[src/rtl/stall_ctrl.sv]
// Hazard/stall controller for the five-stage MIPS pipeline, with the mult/div busy counter.
// Optional STALL_STAT_EN macro adds a saturating stalled-cycle counter output StallCnt.
module stall_ctrl #(
    parameter int MULT_CYC = 5,
    parameter int DIV_CYC  = 10
) (
    input  logic        Clk,
    input  logic        Reset,
    input  logic [4:0]  Rs_D,
    input  logic [4:0]  Rt_D,
    input  logic [1:0]  TuseRs_D,
    input  logic [1:0]  TuseRt_D,
    input  logic        MdUse_D,
    input  logic [4:0]  A3_E,
    input  logic [1:0]  Tnew_E,
    input  logic [4:0]  A3_M,
    input  logic [1:0]  Tnew_M,
    input  logic        Start_E,
    input  logic        MdOp_E,
    output logic        DregEn,
    output logic        PcEn,
    output logic        EregFlush,
    output logic        Busy
`ifdef STALL_STAT_EN
    ,
    output logic [31:0] StallCnt
`endif
);

    localparam logic [3:0] MULT_N = 4'(MULT_CYC);
    localparam logic [3:0] DIV_N  = 4'(DIV_CYC);

    typedef enum logic {IDLE, COUNT} state_t;

    state_t     state_q, state_n;
    logic [3:0] cnt_q, cnt_n;
    logic       stall_rs, stall_rt, stall_md, stall;

    // A Tuse of 3 can never be below a Tnew of at most 2, so unused operands never stall.
    assign stall_rs = (Rs_D != 5'd0) &&
                      (((Rs_D == A3_E) && (TuseRs_D < Tnew_E)) ||
                       ((Rs_D == A3_M) && (TuseRs_D < Tnew_M)));
    assign stall_rt = (Rt_D != 5'd0) &&
                      (((Rt_D == A3_E) && (TuseRt_D < Tnew_E)) ||
                       ((Rt_D == A3_M) && (TuseRt_D < Tnew_M)));
    // Start_E covers the issue cycle, before Busy has had a chance to rise.
    assign stall_md = MdUse_D && (Busy || Start_E);
    assign stall    = stall_rs || stall_rt || stall_md;

    assign DregEn    = ~stall;
    assign PcEn      = ~stall;
    assign EregFlush = stall;
    assign Busy      = (state_q == COUNT);

    always_ff @(posedge Clk) begin
        if (Reset) begin
            state_q <= IDLE;
            cnt_q   <= 4'd0;
        end else begin
            state_q <= state_n;
            cnt_q   <= cnt_n;
        end
    end

    // A start while already counting is ignored; the count keeps running down.
    always_comb begin
        state_n = state_q;
        cnt_n   = cnt_q;
        case (state_q)
            IDLE: begin
                if (Start_E) begin
                    state_n = COUNT;
                    cnt_n   = MdOp_E ? DIV_N : MULT_N;
                end
            end
            COUNT: begin
                cnt_n = cnt_q - 4'd1;
                if (cnt_q == 4'd1)
                    state_n = IDLE;
            end
            default: begin
                state_n = IDLE;
                cnt_n   = 4'd0;
            end
        endcase
    end

`ifdef STALL_STAT_EN
    always_ff @(posedge Clk) begin
        if (Reset)
            StallCnt <= 32'd0;
        else if (stall && (StallCnt != 32'hFFFF_FFFF))
            StallCnt <= StallCnt + 32'd1;
    end
`endif

endmodule

[config.mk]
export PLATFORM = sky130hd
export DESIGN_NAME = stall_ctrl
export DESIGN_NICKNAME = d
export VERILOG_FILES = /design/src/rtl/stall_ctrl.sv
export SDC_FILE = /design/constraint.sdc
export NUM_CORES = 1
export LEC_CHECK = 0
export BUFFER_PORTS_ARGS = -buffer_cell sky130_fd_sc_hd__clkbuf_2
export CAP_MARGIN = 0
export CORE_MARGIN = 3
export CORE_UTILIZATION = 45
export CTS_CLUSTER_SIZE = 30
export DETAILED_ROUTE_END_ITERATION = 8
export PLACE_DENSITY = 0.91
export SLEW_MARGIN = 40
export SYNTH_ARGS = -nofsm -noshare
export SYNTH_HDL_FRONTEND = slang
export SYNTH_SLANG_ARGS = --single-unit
[constraint.sdc]
create_clock -name Clk -period 2.8 [get_ports Clk]
set_input_delay 0.42 -clock Clk [delete_from_list [all_inputs] [get_ports Clk]]
set_output_delay 0.42 -clock Clk [all_outputs]
set_load 0.05 [all_outputs]
==> impl_metrics.tcl, run 1 <==
set metrics [dict create \
    outcome "finished clean" \
    root_buffer "clkbuf_4" \
    grt-ovfl-total 0 \
    p_leak_uw 0.000413 \
    irDropWorstVdd_uv 214 \
    hold_violations 0 \
    fmax_mhz 398 \
    arrival_ns 2.09 \
    nets 163 \
    synth_edf_count 0 \
    grt_pass1_wl_um 2840 \
    ys.warnings.count 0 \
    ios 37 \
    yosys-top-cells-area "dfxtp_1 16%, xnor2_1 14%, xor2_1 14%" \
    synth_cell_types 21 \
    worst_slack_ns 0.290 \
    cts.sink_count 5 \
    min_path_type "primary input to register" \
    ys_seq_area_frac 0.159 \
    vias_per_cell 5.40 \
    ant_nets 0 \
    postSynthCellCount 84 \
    fin_area_um2 853 \
    finalClockSkew_ns 0.00685 \
    grt_max_degree 9 \
    placed_cell_area_um2 826 \
    rows 12 \
    syn_avg_cell_area_um2 7.51 \
    syn2layout_area_growth_pct 35.3 \
    finalWirelength_um 1650 \
    tightest_slew_ns 0.532 \
    tns_ns 0 \
    htreeDepth 1 \
    slowest_delay_ns 0.51 \
    grt_usage 0.198 \
    numCtsBuffers 3 \
    cp_common_cell "clkbuf_2" \
    portBuffers 36 \
    dieHeight_um 43.4 \
    slew_headroom 0.636 \
    drc 0 \
    syn_nets 123 \
    layout-drive-gt1-share 0.333 \
    drt-pass1-iter-count 5 \
    worstSetupPathType "primary input to primary output" \
    worstSetupStartpointType "primary input" \
    synthesis.area_um2 631 \
    antenna_found_initial 0 \
    layout_min_cycle_time_ns 2.51 \
    post_cts_buffers 0 \
    fin_crit_sh 0.896 \
    dieWidth_um 43.4 \
    gp_routability_congestion 0.830 \
    maxCapViolations 0 \
    clock_latency_ns 0.24 \
    rsz0062_at_grt "false" \
    final_max_slew_viol_count 0 \
    first_iter_violations 5 \
    diodes 0 \
    synth_top_area_frac 0.159 \
    initial_core_util 0.525 \
    synth-seq-cells 5 \
    ys.flop_type "dfxtp_1" \
    netlist.top_cell.by_area "dfxtp_1" \
    finalSetupViolCount 0 \
    filler_cell_count 96 \
    grt_pass1_vias 732 \
    dp_slack_ns 0.288 \
    dp_hpwl_um 1510 \
    cts_resized 0 \
    cts_tree "done" \
    cp_cell_sequence "clkbuf_2 -> inv_1 -> ha_1 -> a2111oi_0 -> nand4_1 -> a21oi_1 -> or3_1 -> clkbuf_2" \
    die_area_um2 1890 \
    synthArstFlopShare 0 \
    cp_slowest_cell "a2111oi_0" \
    core_area_um2 1200 \
    cp_data_required_time_ns 2.38 \
    dr_total_vias 740 \
    clock_path_buffers 2 \
    wl_per_cell_um 12.0 \
    crit_path_max_fanout 2 \
    cp-end-kind "primary output" \
    postCtsHoldBufs 0 \
    power_density_nw_per_um2 356 \
    clk_pin_slew_worst_paths_ns 0.05 \
    yosys-top-cells-count "10 x xnor2_1, 10 x xor2_1, 8 x inv_1" \
]
layout make-up:
| class | count | area, um2 | area share |
|---|---|---|---|
| tap | 14 | 17.5 | 0.0205 |
| sequential | 5 | 100 | 0.117 |
| clock inverter | 1 | 5.00 | 0.00587 |
| clock buffer | 3 | 22.5 | 0.0264 |
| inverter | 8 | 30.0 | 0.0352 |
| timing repair buffer | 36 | 180 | 0.211 |
| multi-input combinational | 70 | 498 | 0.584 |
kinds of logic (layout without fill, tap and decap cells):
group	Yosys count	in the layout	share of synthesized area
fa+ha+maj	6	6	0.119
flops	5	5	0.159
xor+xnor	20	20	0.278
simple gates	29	29	0.252
compound gates	15	15	0.133
buf+inv	9	48	0.0595
state kept, by name (all words and copies together), names as in the netlist:
register and count:
cnt_q 4, Busy 1
report_power, final:
| part | internal [uW] | switching (uW) |
|---|---|---|
| combinational | 56.4 | 78.4 |
| clock | 51.8 | 31.3 |
| sequential | 78.8 | 7.37 |
| total | 187 | 117 |
metrics by stage:
stage | power (uW) | std cells | util | hold slack (ns)
2_1_floorplan | 170 | 84 | - | 0.457
3_3_place_gp | 216 | 133 | 0.688 | 0.476
3_5_place_dp | 222 | 133 | 0.688 | 0.490
4_1_cts | 308 | 137 | 0.710 | 0.405
5_1_grt | 330 | 137 | 0.710 | 0.407
6_report | 304 | 137 | 0.710 | 0.410
worst paths after layout:
kind / from / end / slack, ns / cells after the start
worst min-delay path: Reset / cnt_q[1]$_SDFFE_PP0N_ / 0.41 / 2
worst min register to register: cnt_q[3]$_SDFFE_PP0N_ / cnt_q[3]$_SDFFE_PP0N_ / 0.49 / 2
worst max-delay path: Tnew_E[1] / EregFlush / 0.29 / 8
worst max register to register: cnt_q[0]$_SDFFE_PP0N_ / cnt_q[2]$_SDFFE_PP0N_ / 1.70 / 5
cells in the final DEF (no fill, tap or decap):
cell type / instances
nor3b_1: 1
clkbuf_4: 3
nor3_2: 1
nand2b_1: 2
a2111oi_0: 2
ha_1: 6
nand4_1: 4
clkinv_2: 1
nor3_1: 4
xnor2_1: 10
nor4_1: 2
nor2_1: 7
o21ai_0: 6
inv_1: 8
nand2_1: 2
a21oi_1: 6
or3_1: 1
a31oi_1: 1
clkbuf_2: 36
dfxtp_1: 5
nor4b_1: 1
xor2_1: 10
nor2b_1: 2
or4_1: 2
critical path: cells and delay by family:
| kind | cells | cell delay [ns] |
|---|---|---|
| buf+inv | 3 | 0.37 |
| simple gates | 2 | 0.29 |
| fa+ha+maj | 1 | 0.27 |
| compound gates | 2 | 0.72 |
routing by layer:
| metal | share of wire | vias to the layer above | GRT usage |
|---|---|---|---|
| li1 | - | 376 | - |
| met1 | 0.37 | 318 | 0.203 |
| met2 | 0.51 | 36 | 0.363 |
| met3 | 0.075 | 10 | 0.0332 |
| met4 | 0.045 | 0 | 0.133 |
| met5 | 0 | - | 0 |
Note: power is estimated with default switching activity, not from simulation.
==> run 2: changes to the inputs <==
==> constraint.sdc (replaced) <==
create_clock -name Clk -period 2.8 [get_ports Clk]
set_input_delay 0.42 -clock Clk [delete_from_list [all_inputs] [get_ports Clk]]
set_output_delay 0.42 -clock Clk [all_outputs]
set_load 0.01 [all_outputs]
==> run 2 against run 1 <==
Compared with the run above: final cell count is the same; combinational power fell by 15%; via count increased by 0.81%; clock power decreased by 2.9%; worst hold slack gained 0.0094 ns; largest power group unchanged; global-route usage up 0.37 points; fmax up 2.1%; core utilization shrank 0.52 points; critical endpoint unchanged.
==> impl_metrics.tcl, run 2 (same netlist as run 1, synthesis figures left out) <==
set metrics [dict create \
    cts.sink_count 5 \
    grt_usage 0.202 \
    dieWidth_um 43.4 \
    largest-register "cnt_q" \
    first_iter_violations 21 \
    maxCapViolations 0 \
    p_leak_uw 0.000409 \
    outcome "finished clean" \
    power_density_nw_per_um2 333 \
    cts_resized 0 \
    worstSetupStartpointType "primary input" \
    arrival_ns 2.04 \
    diodes 0 \
    final_common_cell "clkbuf_2" \
    hold_violations 0 \
    crit_path_max_fanout 2 \
    dr_total_vias 746 \
    largest_reg_flops 4 \
    clock_latency_ns 0.23 \
    grt_max_degree 9 \
    tightest_slew_ns 0.577 \
    dp_hpwl_um 1550 \
    layout_common_cells "36 x clkbuf_2, 10 x xnor2_1, 10 x xor2_1" \
    core_area_um2 1200 \
    placed_cell_area_um2 821 \
    postCtsHoldBufs 0 \
    vias_per_cell 5.45 \
    initial_core_util 0.525 \
    clk_pin_slew_worst_paths_ns 0.04 \
    root_buffer "clkbuf_4" \
    holdWs_ns 0.419 \
    finalClockSkew_ns 0.00350 \
    rows 12 \
    dp_slack_ns 0.394 \
    final_max_slew_viol_count 0 \
    fin_area_um2 847 \
    drc 0 \
    htreeDepth 1 \
    layout-drive-gt1-share 0.317 \
    wl_per_cell_um 12.8 \
    gp_routability_congestion 0.942 \
    cp_data_required_time_ns 2.38 \
    grt-ovfl-total 0 \
    nets 163 \
    cp-end-kind "primary output" \
    finalSetupViolCount 0 \
    slew_headroom 0.605 \
    min_path_type "primary input to register" \
    fmax_mhz 407 \
    ios 37 \
    ant_nets 0 \
    finalPower_uw 282 \
    portBuffers 36 \
    dieHeight_um 43.4 \
    numCtsBuffers 3 \
    fin_crit_sh 0.878 \
    grt_pass1_wl_um 2980 \
    irDropWorstVdd_uv 252 \
    drt-pass1-iter-count 5 \
    grt_pass1_vias 713 \
    layout_min_cycle_time_ns 2.46 \
    tns_ns 0 \
    worstSetupPathType "primary input to primary output" \
    post_cts_buffers 0 \
    worst_slack_ns 0.342 \
    filler_cell_count 100 \
    antenna_found_initial 0 \
    die_area_um2 1890 \
    rsz0062_at_grt "false" \
    syn2layout_area_growth_pct 34.3 \
    finalWirelength_um 1750 \
    clock_path_buffers 2 \
    cts_tree "done" \
]
-- run 2: through the flow --
step	std cells	util
floorplan	84	-
global placement	133	0.683
detailed placement	133	0.683
CTS	137	0.705
global route	137	0.705
finish	137	0.705
-- run 2: cell type report --
cell class | count | area, um2 | share of cell area
well taps | 14 | 17.5 | 0.0207
inverters | 8 | 30.0 | 0.0355
repair buffers | 36 | 180 | 0.213
clock buffers | 4 | 26.3 | 0.0310
flip-flops and latches | 5 | 100 | 0.118
multi-input cells | 70 | 493 | 0.582
-- run 2: report_power, final --
part           switching (uW)  internal [uW]
sequential               7.39           79.0
combinational            59.5           55.8
clock                    27.0           53.7
-- run 2: path summary, 6_finish.rpt --
kind	startpoint	to	slack [ns]	depth (start not counted)
worst max-delay path	Tnew_M[1]	EregFlush	0.34	8
worst min-delay path	Reset	cnt_q[3]$_SDFFE_PP0N_	0.42	2
worst max register to register	cnt_q[0]$_SDFFE_PP0N_	cnt_q[2]$_SDFFE_PP0N_	1.70	5
worst min register to register	cnt_q[3]$_SDFFE_PP0N_	cnt_q[3]$_SDFFE_PP0N_	0.50	2
-- run 2: layer usage --
layer,vias up,global-route usage,wire [um]
met5,-,0,0
met4,0,0.0482,0
met3,0,0.00830,97
met2,31,0.381,932
met1,339,0.248,720
li1,376,-,-
-- run 2: critical path, cell delays in order --
cell and delay (ns):
clkbuf_2 0.07, inv_1 0.05, ha_1 0.26, a2111oi_0 0.54, nand4_1 0.18, a21oi_1 0.24, or3_1 0.15, clkbuf_2 0.13
==> run 3: changes to the inputs <==
Settings changed: GPL_TIMING_DRIVEN set to 0.
==> run 3 against run 2 <==
Compared with the run above: clock skew up 0.0010 ns; sequential cell count unchanged; total power is 0.32% higher; via count fell by 2.7%; combinational power hardly changed; register-to-register slack is essentially flat; sequential power is essentially flat; highest routed layer is now met4; non-clock buffer count up 1; global-route usage is 0.34 points higher; critical path type unchanged; final area is 0.89% higher.
==> impl_metrics.tcl, run 3 (same netlist as run 1, synthesis figures left out) <==
set metrics [dict create \
    cp_common_cell "clkbuf_2" \
    reg2regPathDepth 5 \
    cp-end-kind "primary output" \
    wl_met1_um 659 \
    fin_crit_sh 0.879 \
    rsz0062_at_grt "false" \
    drc 0 \
    irDropWorstVdd_uv 239 \
    fmax_mhz 406 \
    cts_tree "done" \
    worstSetupStartpointType "primary input" \
    dieHeight_um 43.4 \
    nets 164 \
    layout_common_cells "36 x clkbuf_2, 10 x xnor2_1, 10 x xor2_1" \
    p_leak_uw 0.000414 \
    arrival_ns 2.04 \
    postCtsHoldBufs 0 \
    rows 12 \
    largest_reg_flops 4 \
    power_density_nw_per_um2 331 \
    finalWirelength_um 1710 \
    antenna_found_initial 0 \
    diodes 0 \
    gp_routability_congestion 0.944 \
    largest-register "cnt_q" \
    cts.sink_count 5 \
    clk_pin_slew_worst_paths_ns 0.04 \
    layout_min_cycle_time_ns 2.46 \
    hold_path_depth 2 \
    placed_cell_area_um2 828 \
    tns_ns 0 \
    rr_startpoint "cnt_q[0]$_SDFFE_PP0N_" \
    clock_latency_ns 0.24 \
    clock_path_buffers 2 \
    grt_usage 0.205 \
    slowest_delay_ns 0.49 \
    cp_data_required_time_ns 2.38 \
    htreeDepth 1 \
    syn2layout_area_growth_pct 35.5 \
    drt-pass1-iter-count 4 \
    tightest_slew_ns 0.509 \
    r2r_slack_ns 1.69 \
    dr.max_layer_used "met4" \
    vias_per_cell 5.26 \
    fin_area_um2 855 \
    cpLargestDelayFamily "compound AO/OA/AOI/OAI gates" \
    grt_pass1_wl_um 2930 \
    maxCapViolations 0 \
    numCtsBuffers 3 \
    grt-ovfl-total 0 \
    dieWidth_um 43.4 \
    cp_slowest_cell "a2111oi_0" \
    crit_cells 9 \
    grt_pass1_vias 736 \
    hold_violations 0 \
    slew_headroom 0.652 \
    initial_core_util 0.525 \
    r2r_end "cnt_q[2]$_SDFFE_PP0N_" \
    finalSetupViolCount 0 \
    worstSetupPathType "primary input to primary output" \
    first_iter_violations 14 \
    dp_hpwl_um 1520 \
    dr_wl_met3_um 129 \
    dp_cells 134 \
    post_cts_buffers 0 \
    root_buffer "clkbuf_4" \
    finalClockSkew_ns 0.00453 \
    layout-drive-gt1-share 0.323 \
    grt_max_degree 9 \
    cp_cell_sequence "clkbuf_2 -> inv_1 -> ha_1 -> a2111oi_0 -> nand4_1 -> a21oi_1 -> nor3_1 -> buf_4 -> clkbuf_2" \
    outcome "finished clean" \
    ant_nets 0 \
    wl_per_cell_um 12.4 \
    crit_path_max_fanout 2 \
    cts_resized 0 \
    ios 37 \
    final_cells 138 \
    dr_total_vias 726 \
    final_common_cell "clkbuf_2" \
    critical_path_buf_inv_count 4 \
    core_area_um2 1200 \
    die_area_um2 1890 \
    min_path_type "primary input to register" \
    hp-start "Reset" \
    met2_length_um 880 \
    final_max_slew_viol_count 0 \
    post-route-util 0.711 \
    portBuffers 36 \
    hold_end "cnt_q[2]$_SDFFE_PP0N_" \
    holdWs_ns 0.417 \
]
run 3: cell types whose count changed in the layout (fill, tap and decap cells not counted):
cell	change
buf_4	+1
run 3: cell type report:
class | count | area (um2)
multi-input combinational | 70 | 493
fill | 101 | 347
inverter | 8 | 30.0
tap | 14 | 17.5
clock buffer | 4 | 26.3
sequential | 5 | 100
buffer | 1 | 7.51
timing repair buffer | 36 | 180
run 3: how the worst max path moves through the flow:
stage / start / end / slack (ns)
2_1_floorplan: Rs_D[1] / PcEn / 0.75
3_3_place_gp: Tnew_E[1] / PcEn / 0.33
3_5_place_dp: Tnew_E[1] / PcEn / 0.32
4_1_cts: Tnew_E[1] / PcEn / 0.32
5_1_grt: Tnew_E[1] / PcEn / 0.13
6_report: Tnew_E[1] / PcEn / 0.34
run 3: stage by stage:
| stage | total power (uW) | setup WS, ns |
|---|---|---|
| after floorplan | 150 | 0.755 |
| after global placement | 199 | 0.332 |
| after detailed placement | 204 | 0.317 |
| after CTS | 287 | 0.320 |
| after global routing | 310 | 0.128 |
| final | 283 | 0.340 |
run 3: where the power goes:
part / switching [uW] / internal (uW) / total (uW) / leakage, uW
sequential: 7.41 / 79.0 / 86.5 / 0.0000416
clock: 25.8 / 53.6 / 79.5 / 0.0000150
combinational: 59.6 / 57.7 / 117 / 0.000357
run 3: per-layer routing:
| layer | vias to the layer above | GRT usage |
|---|---|---|
| met5 | - | 0 |
| met4 | 0 | 0.133 |
| met3 | 6 | 0.0373 |
| met2 | 31 | 0.336 |
| met1 | 314 | 0.243 |
| li1 | 375 | - |
